**src/rtl/tap_product_filter.sv**
```systemverilog
// Iterative tap filter: keeps the last TAPS samples and returns their product or sum.
// Optional macro CHANGE_DETECT_EN drops accepted samples equal to the newest tap.
module tap_product_filter #(
  parameter int DW   = 8,
  parameter int TAPS = 3
) (
  input  logic               clk,
  input  logic               rst,
  input  logic [DW-1:0]      in,
  input  logic               in_en,
  input  logic               mode,
  output logic               in_rdy,
  output logic [DW*TAPS-1:0] out,
  output logic               out_en
);

  localparam int AW = DW * TAPS;
  localparam int IW = $clog2(TAPS) + 1;

  typedef enum logic [1:0] {IDLE, CALC, DONE} state_t;

  state_t          state_q, state_d;
  logic [DW-1:0]   tap_q [TAPS];
  logic [AW-1:0]   acc_q;
  logic [IW-1:0]   idx_q;
  logic            mode_q;
  logic [AW-1:0]   out_q;
  logic            out_en_q;

  logic            dup;
  logic            accept;
  logic            last_step;
  logic [DW-1:0]   tap_sel;

  // One accumulation step; the product fits in AW bits for unsigned operands.
  function automatic logic [AW-1:0] acc_step(input logic [AW-1:0] acc,
                                             input logic [DW-1:0] t,
                                             input logic          sum);
    if (sum) return acc + AW'(t);
    else     return acc * AW'(t);
  endfunction

`ifdef CHANGE_DETECT_EN
  assign dup = (in == tap_q[0]);
`else
  assign dup = 1'b0;
`endif

  assign in_rdy    = (state_q == IDLE);
  assign accept    = in_rdy && in_en && !dup;
  assign last_step = (idx_q == IW'(TAPS - 1));
  assign out       = out_q;
  assign out_en    = out_en_q;

  always_comb begin
    tap_sel = tap_q[0];
    for (int k = 0; k < TAPS; k++) begin
      if (idx_q == IW'(k)) tap_sel = tap_q[k];
    end
  end

  always_comb begin
    state_d = state_q;
    case (state_q)
      IDLE:    if (accept) state_d = (TAPS > 1) ? CALC : DONE;
      CALC:    if (last_step) state_d = DONE;
      DONE:    state_d = IDLE;
      default: state_d = IDLE;
    endcase
  end

  always_ff @(posedge clk or posedge rst) begin
    if (rst) begin
      state_q  <= IDLE;
      for (int k = 0; k < TAPS; k++) tap_q[k] <= '0;
      acc_q    <= '0;
      idx_q    <= '0;
      mode_q   <= 1'b0;
      out_q    <= '0;
      out_en_q <= 1'b0;
    end else begin
      state_q  <= state_d;
      out_en_q <= 1'b0;
      case (state_q)
        IDLE: begin
          if (accept) begin
            tap_q[0] <= in;
            for (int k = 1; k < TAPS; k++) tap_q[k] <= tap_q[k-1];
            acc_q  <= AW'(in);
            idx_q  <= IW'(1);
            mode_q <= mode;
          end
        end
        CALC: begin
          acc_q <= acc_step(acc_q, tap_sel, mode_q);
          idx_q <= idx_q + IW'(1);
        end
        DONE: begin
          out_q    <= acc_q;
          out_en_q <= 1'b1;
        end
        default: ;
      endcase
    end
  end

endmodule
```
**config.mk**
```make
export PLATFORM = sky130hd
export DESIGN_NAME = tap_product_filter
export DESIGN_NICKNAME = d
export VERILOG_FILES = /design/src/rtl/tap_product_filter.sv
export SDC_FILE = /design/constraint.sdc
export NUM_CORES = 1
export LEC_CHECK = 0
export CAP_MARGIN = 25
export CORE_ASPECT_RATIO = 1.75
export CORE_MARGIN = 1
export CORE_UTILIZATION = 55
export DETAILED_ROUTE_END_ITERATION = 8
export PLACE_DENSITY = 0.8
export SLEW_MARGIN = 10
export SYNTH_ARGS = -nofsm -noshare
export SYNTH_HDL_FRONTEND = slang
export SYNTH_SLANG_ARGS = --single-unit
```
**constraint.sdc**
```tcl
create_clock -name clk -period 5.9 [get_ports clk]
set_input_delay 0.885 -clock clk [delete_from_list [all_inputs] [get_ports clk]]
set_output_delay 0.885 -clock clk [all_outputs]
set_load 0.03 [all_outputs]
```
# ---- After elaboration in Yosys (flattened, before gate mapping)
# Index checks and enable logic that the tools add are counted.
dict set report totals {
  wordCells 35
  ff_bits 79
}
dict set report classes {
  mul 1
  n_mux 11
  n_eq_ne 6
  reduce_logical 6
  addsub 2
}
# op n
set op_table {}
lappend op_table {{24-bit 2-to-1 mux} 2}
lappend op_table {{24-bit case mux with 2 select lines} 1}
lappend op_table {{24-bit by 8-bit adder with 24-bit output} 1}
lappend op_table {{24-bit by 8-bit multiplier with 24-bit output} 1}
lappend op_table {{8-bit 2-to-1 mux} 2}
lappend op_table {{3-bit case mux with 2 select lines} 1}
lappend op_table {{2-bit AND reduction} 3}
lappend op_table {{2-bit 2-to-1 mux} 2}
lappend op_table {{2-bit case mux with 2 select lines} 1}
lappend op_table {{3-bit by 1-bit adder with 3-bit output, second input constant} 1}
lappend op_table {{3-bit by 1-bit == test with 1-bit output, second input constant} 1}
lappend op_table {{3-bit by 2-bit == test with 1-bit output, second input constant} 1}
lappend op_table {{3-bit 2-to-1 mux} 1}
lappend op_table {{2-bit by 1-bit == test with 1-bit output, second input constant} 1}
lappend op_table {{2-bit == test, second input constant} 1}
lappend op_table {{2-bit zero test} 1}
lappend op_table {{2-bit by 1-bit inequality test with 1-bit output, second input constant} 1}
lappend op_table {{2-bit inequality test, second input constant} 1}
lappend op_table {{2-bit nonzero test} 1}
lappend op_table {{1-bit logical AND} 1}
lappend op_table {{1-bit 2-to-1 mux} 1}

# ---- Depth between registers and ports, before layout
dict set report logic_depth {
  ltp_word 6
  mapped_depth 27
}

# ---- Worst setup path before layout
# No wires, ideal clock.
dict set report synth_path {
  path_kind {flip-flop to flip-flop}
  startpoint {register idx_q[0]}
  endpoint {register acc_q[16]}
  synth_period_minus_slack_ns 5.863
  path_slack_ns 0.037
  setup_ns 0.128
  n_path_buf 5
  path_stages_with_launch 27
  t_arrival_ns 5.736
  required_time_ns 5.772
  cell_sequence {dfrtp_1 > inv_1 > ha_1 > buf_4 > nor2b_1 > buf_2 > a22oi_1 > o21ai_0 > clkbuf_1 > clkbuf_1 > ha_1 > fa_1 > fa_1 > fa_1 > inv_1 > fa_1 > inv_1 > ha_1 > clkbuf_1 > a21o_1 > a21oi_1 > o311ai_1 > a21oi_1 > o21bai_1 > a2111oi_0 > nor3_1 > nand3b_1}
}
dict set report synth_via {
  elab_chain_len 6
  elab_cells_between_ends 8
  classes_between {add/sub: 1; mul: 1; eq/ne: 2; mux: 4}
}
# element line_no
set synth_rtl {}
lappend synth_rtl {{from (decl)} 25} ;# logic [IW-1:0] idx_q;
lappend synth_rtl {{from (signal assigned)} 96} ;# idx_q <= idx_q + IW'(1);
lappend synth_rtl {{3-bit by 1-bit == test with 1-bit output} 58} ;# if (idx_q == IW'(k)) tap_sel = tap_q[k];
lappend synth_rtl {{8-bit 2-to-1 mux} 58}
lappend synth_rtl {{8-bit 2-to-1 mux (*)} 58}
lappend synth_rtl {{24-bit by 8-bit multiplier with 24-bit output or 24-bit by 8-bit adder with 24-bit output (tied branches)} {40, 39}}
lappend synth_rtl {{24-bit 2-to-1 mux (*)} 39} ;# if (sum) return acc + AW'(t);
lappend synth_rtl {{24-bit case mux with 2 select lines (*)} 84} ;# case (state_q)
lappend synth_rtl {{to (signal assigned)} 89} ;# acc_q <= AW'(in);
lappend synth_rtl {{to (signal assigned)} 95} ;# acc_q <= acc_step(acc_q, tap_sel, mode_q);
lappend synth_rtl {{to (decl)} 24} ;# logic [AW-1:0] acc_q;
# Every way passes the cells marked *; elsewhere a longest branch is shown, timed or not.
# A chain may end at the register's enable or synchronous reset.

# ---- Worst setup path after layout
dict set report layout_path {
  startpoint {register idx_q[0]}
  endpoint {register acc_q[22]}
}
# Same word-level chain as after synthesis.

==> impl_metrics.env <==
export IMPL_synth_seq_area_share=0.225
export IMPL_setup_viol=0
export IMPL_clockBufferDepth=2
export IMPL_drtIter0Drc=451
export IMPL_worstSetupStartpointType="flip-flop"
export IMPL_netlist_area_mm2=0.00878
export IMPL_first_global_vias=7515
export IMPL_wirelength_mm=22.1
export IMPL_io_buffers=37
export IMPL_min_period_ns=5.71
export IMPL_yosys_warnings=0
export IMPL_fin_skew_ns=0.0114
export IMPL_dieArea_mm2=0.0165
export IMPL_clkLatencyLatePin_ns=0.35
export IMPL_path_max_fanout=8
export IMPL_synth_seq_cells=79
export IMPL_fp_row_count=60
export IMPL_diodes=0
export IMPL_grt_max_degree=66
export IMPL_synth_most_common_cell="nand2_1"
export IMPL_fin_ws_ns=0.193
export IMPL_gp_congestion=0.946
export IMPL_cts_buffers=9
export IMPL_tritoncts="done"
export IMPL_areaGrowthSynthToFinish_pct=11.4
export IMPL_ys_types=60
export IMPL_synth_avg_cell_area_um2=9.12
export IMPL_cp_arrival_ns=5.95
export IMPL_r2r_setup_slack_ns=0.19
export IMPL_end_kind="flip-flop"
export IMPL_first_pass_iters=5
export IMPL_slowest_stage="fa_1"
export IMPL_outcome="finished, final reports clean"
export IMPL_async_reset_ff_frac=1.00
export IMPL_hold_class="flip-flop to flip-flop"
export IMPL_drc_errors=0
export IMPL_slew_viol_final=0
export IMPL_num_fill_cells=1265
export IMPL_period_share=0.967
export IMPL_post_place_ws_ns=-0.147
export IMPL_hpwl_mm=16.6
export IMPL_post_route_cells_drive_above_1_share=0.101
export IMPL_grt_pass1_wl_mm=36.1
export IMPL_worstSetupPathType="flip-flop to flip-flop"
export IMPL_num_vias=7020
export IMPL_worst_pin_slew_ns=1.00
export IMPL_cts_htree_levels=3
export IMPL_antenna_found_initial=0
export IMPL_slew_headroom=0.331
export IMPL_layout_nets=1151
export IMPL_synth_top_area_share=0.248
export IMPL_clock_root_buffer="clkbuf_16"
export IMPL_ios=38
export IMPL_yosys_top_cells_area="fa_1, dfrtp_1, and2_1"
export IMPL_cts_sinks=79
export IMPL_synth_top_flop_cell="dfrtp_1"
export IMPL_groute_usage_overall=0.279
export IMPL_crit_required_ns=6.14
export IMPL_overflow=0
export IMPL_synth_common_cells="nand2_1, and2_1, inv_1, fa_1, dfrtp_1"
export IMPL_crit_path_cell_trace="inv_1, ha_2, buf_4, and3b_1, a221o_2, buf_4, and2_1, fa_1, fa_1, fa_1, inv_1, fa_1, inv_1, ha_1, a21o_1, a21o_1, a21o_1, a21o_1, a21oi_4, a21oi_1, or3_1, a31o_1"
export IMPL_start_util=0.568
export IMPL_synth_largest_area_cell="fa_1"
export IMPL_die_h_um=169
export IMPL_routedWlPerCell_um=18.7
export IMPL_hold_viol_final=0
export IMPL_core_mm2=0.0155
export IMPL_synthesis_nets=1127
export IMPL_synthCells=963
export IMPL_max_cap_violations=0
export IMPL_synth_edff_count=0
export IMPL_postCtsHoldBufs=0
export IMPL_viasPerCell=5.96
export IMPL_fmax_mhz=175
export IMPL_slowest_delay_ns=0.52
export IMPL_clk_pin_slew_ns=0.07
export IMPL_final_antenna_net_count=0
export IMPL_die_x_um=97.5
[critical path: cells and delay by family, from the launching register on]
kind            cells  cell delay (ns)
compound gates      8             1.58
fa+ha+maj           6             2.47
buf+inv             5             0.48
flops               1             0.39
simple gates        3             0.68
[placed cells by master (no fill, tap or decap), types with 4 or more instances in the layout]
master	Yosys	final
a22oi_1	11	11
o21ai_0	31	30
dfrtp_1	79	78
ha_1	43	38
a31oi_1	10	10
buf_4	3	31
a21oi_1	31	27
nor2b_1	11	9
nor3_1	8	8
fa_1	109	109
nand2_1	137	137
inv_1	113	112
nand2b_1	7	7
xor2_1	8	8
nand4_1	6	6
xnor2_1	18	18
clkdlybuf4s50_1	0	37
and3_1	4	4
mux2_2	26	26
o21ai_1	12	13
clkbuf_16	0	9
ha_2	0	5
nor2_1	19	19
nand3b_1	6	6
o21bai_1	9	9
a21o_1	15	15
nand3_1	8	7
and2_1	124	124
o211ai_1	4	4
nor3b_1	4	4
[per-stage QoR]
stage | hold slack [ns] | TNS, ns | util | area (um^2) | std cells
final | 0.479 | 0 | 0.633 | 9790 | 1178
after global routing | 0.503 | -0.00893 | 0.633 | 9790 | 1178
after CTS | 0.479 | 0 | 0.627 | 9700 | 1175
after detailed placement | 0.461 | -0.348 | 0.607 | 9380 | 1159
after global placement | 0.455 | -0.0983 | 0.607 | 9380 | 1159
after floorplan | 0.438 | 0 | - | 8780 | 963
[per-layer routing]
metal / up-vias / wire length, um / GRT usage
met3: 75 / 1170 / 0.0276
met5: - / 0 / 0
met1: 3514 / 8020 / 0.321
li1: 3162 / - / -
met2: 269 / 11900 / 0.503
met4: 0 / 990 / 0.159
[final timing paths]
check	startpoint	endpoint	cells after the start
max	idx_q[0]	acc_q[22]	22
min	tap_q[0]	tap_q[0]	2
max reg2reg	idx_q[0]	acc_q[22]	22
min reg2reg	tap_q[0]	tap_q[0]	2
max in group asynchronous	rst	idx_q[0]	3
min in group asynchronous	rst	out[2]	2
[layout make-up]
cell class / count / area [um^2] / share of cell area
multi-input combinational: 716 / 6250 / 0.639
inverter: 113 / 425 / 0.0435
clock buffer: 9 / 225 / 0.0230
sequential: 79 / 1980 / 0.202
tap: 186 / 233 / 0.0238
clock inverter: 7 / 73.8 / 0.00754
timing repair buffer: 68 / 603 / 0.0616
[registers in the layout (all words and copies together) (netlist names)]
register / count
tap_q: 24
out_en: 1
idx_q: 3
state_q: 2
acc_q: 24
out: 24
mode_q: 1
[kinds of logic after synthesis]
group / share of synthesized area
XOR/XNOR: 0.0336
flip-flops: 0.225
multiplexers: 0.0333
AND/OR/NAND/NOR: 0.214
adder cells (fa/ha/maj): 0.310
buffers and inverters: 0.0735
AO/OA/AOI/OAI: 0.111
[timing repair]
item                                    CTS  global route
endpoints found under the setup margin    3             9
gates cloned                              0             0
buffers inserted                          0             3
pin swaps                                 1             4
gates resized for setup                   5            18
Power is left out: the tool's default activity adds up to more than one toggle a clock period on the data nets, which glitch-free logic cannot reach.
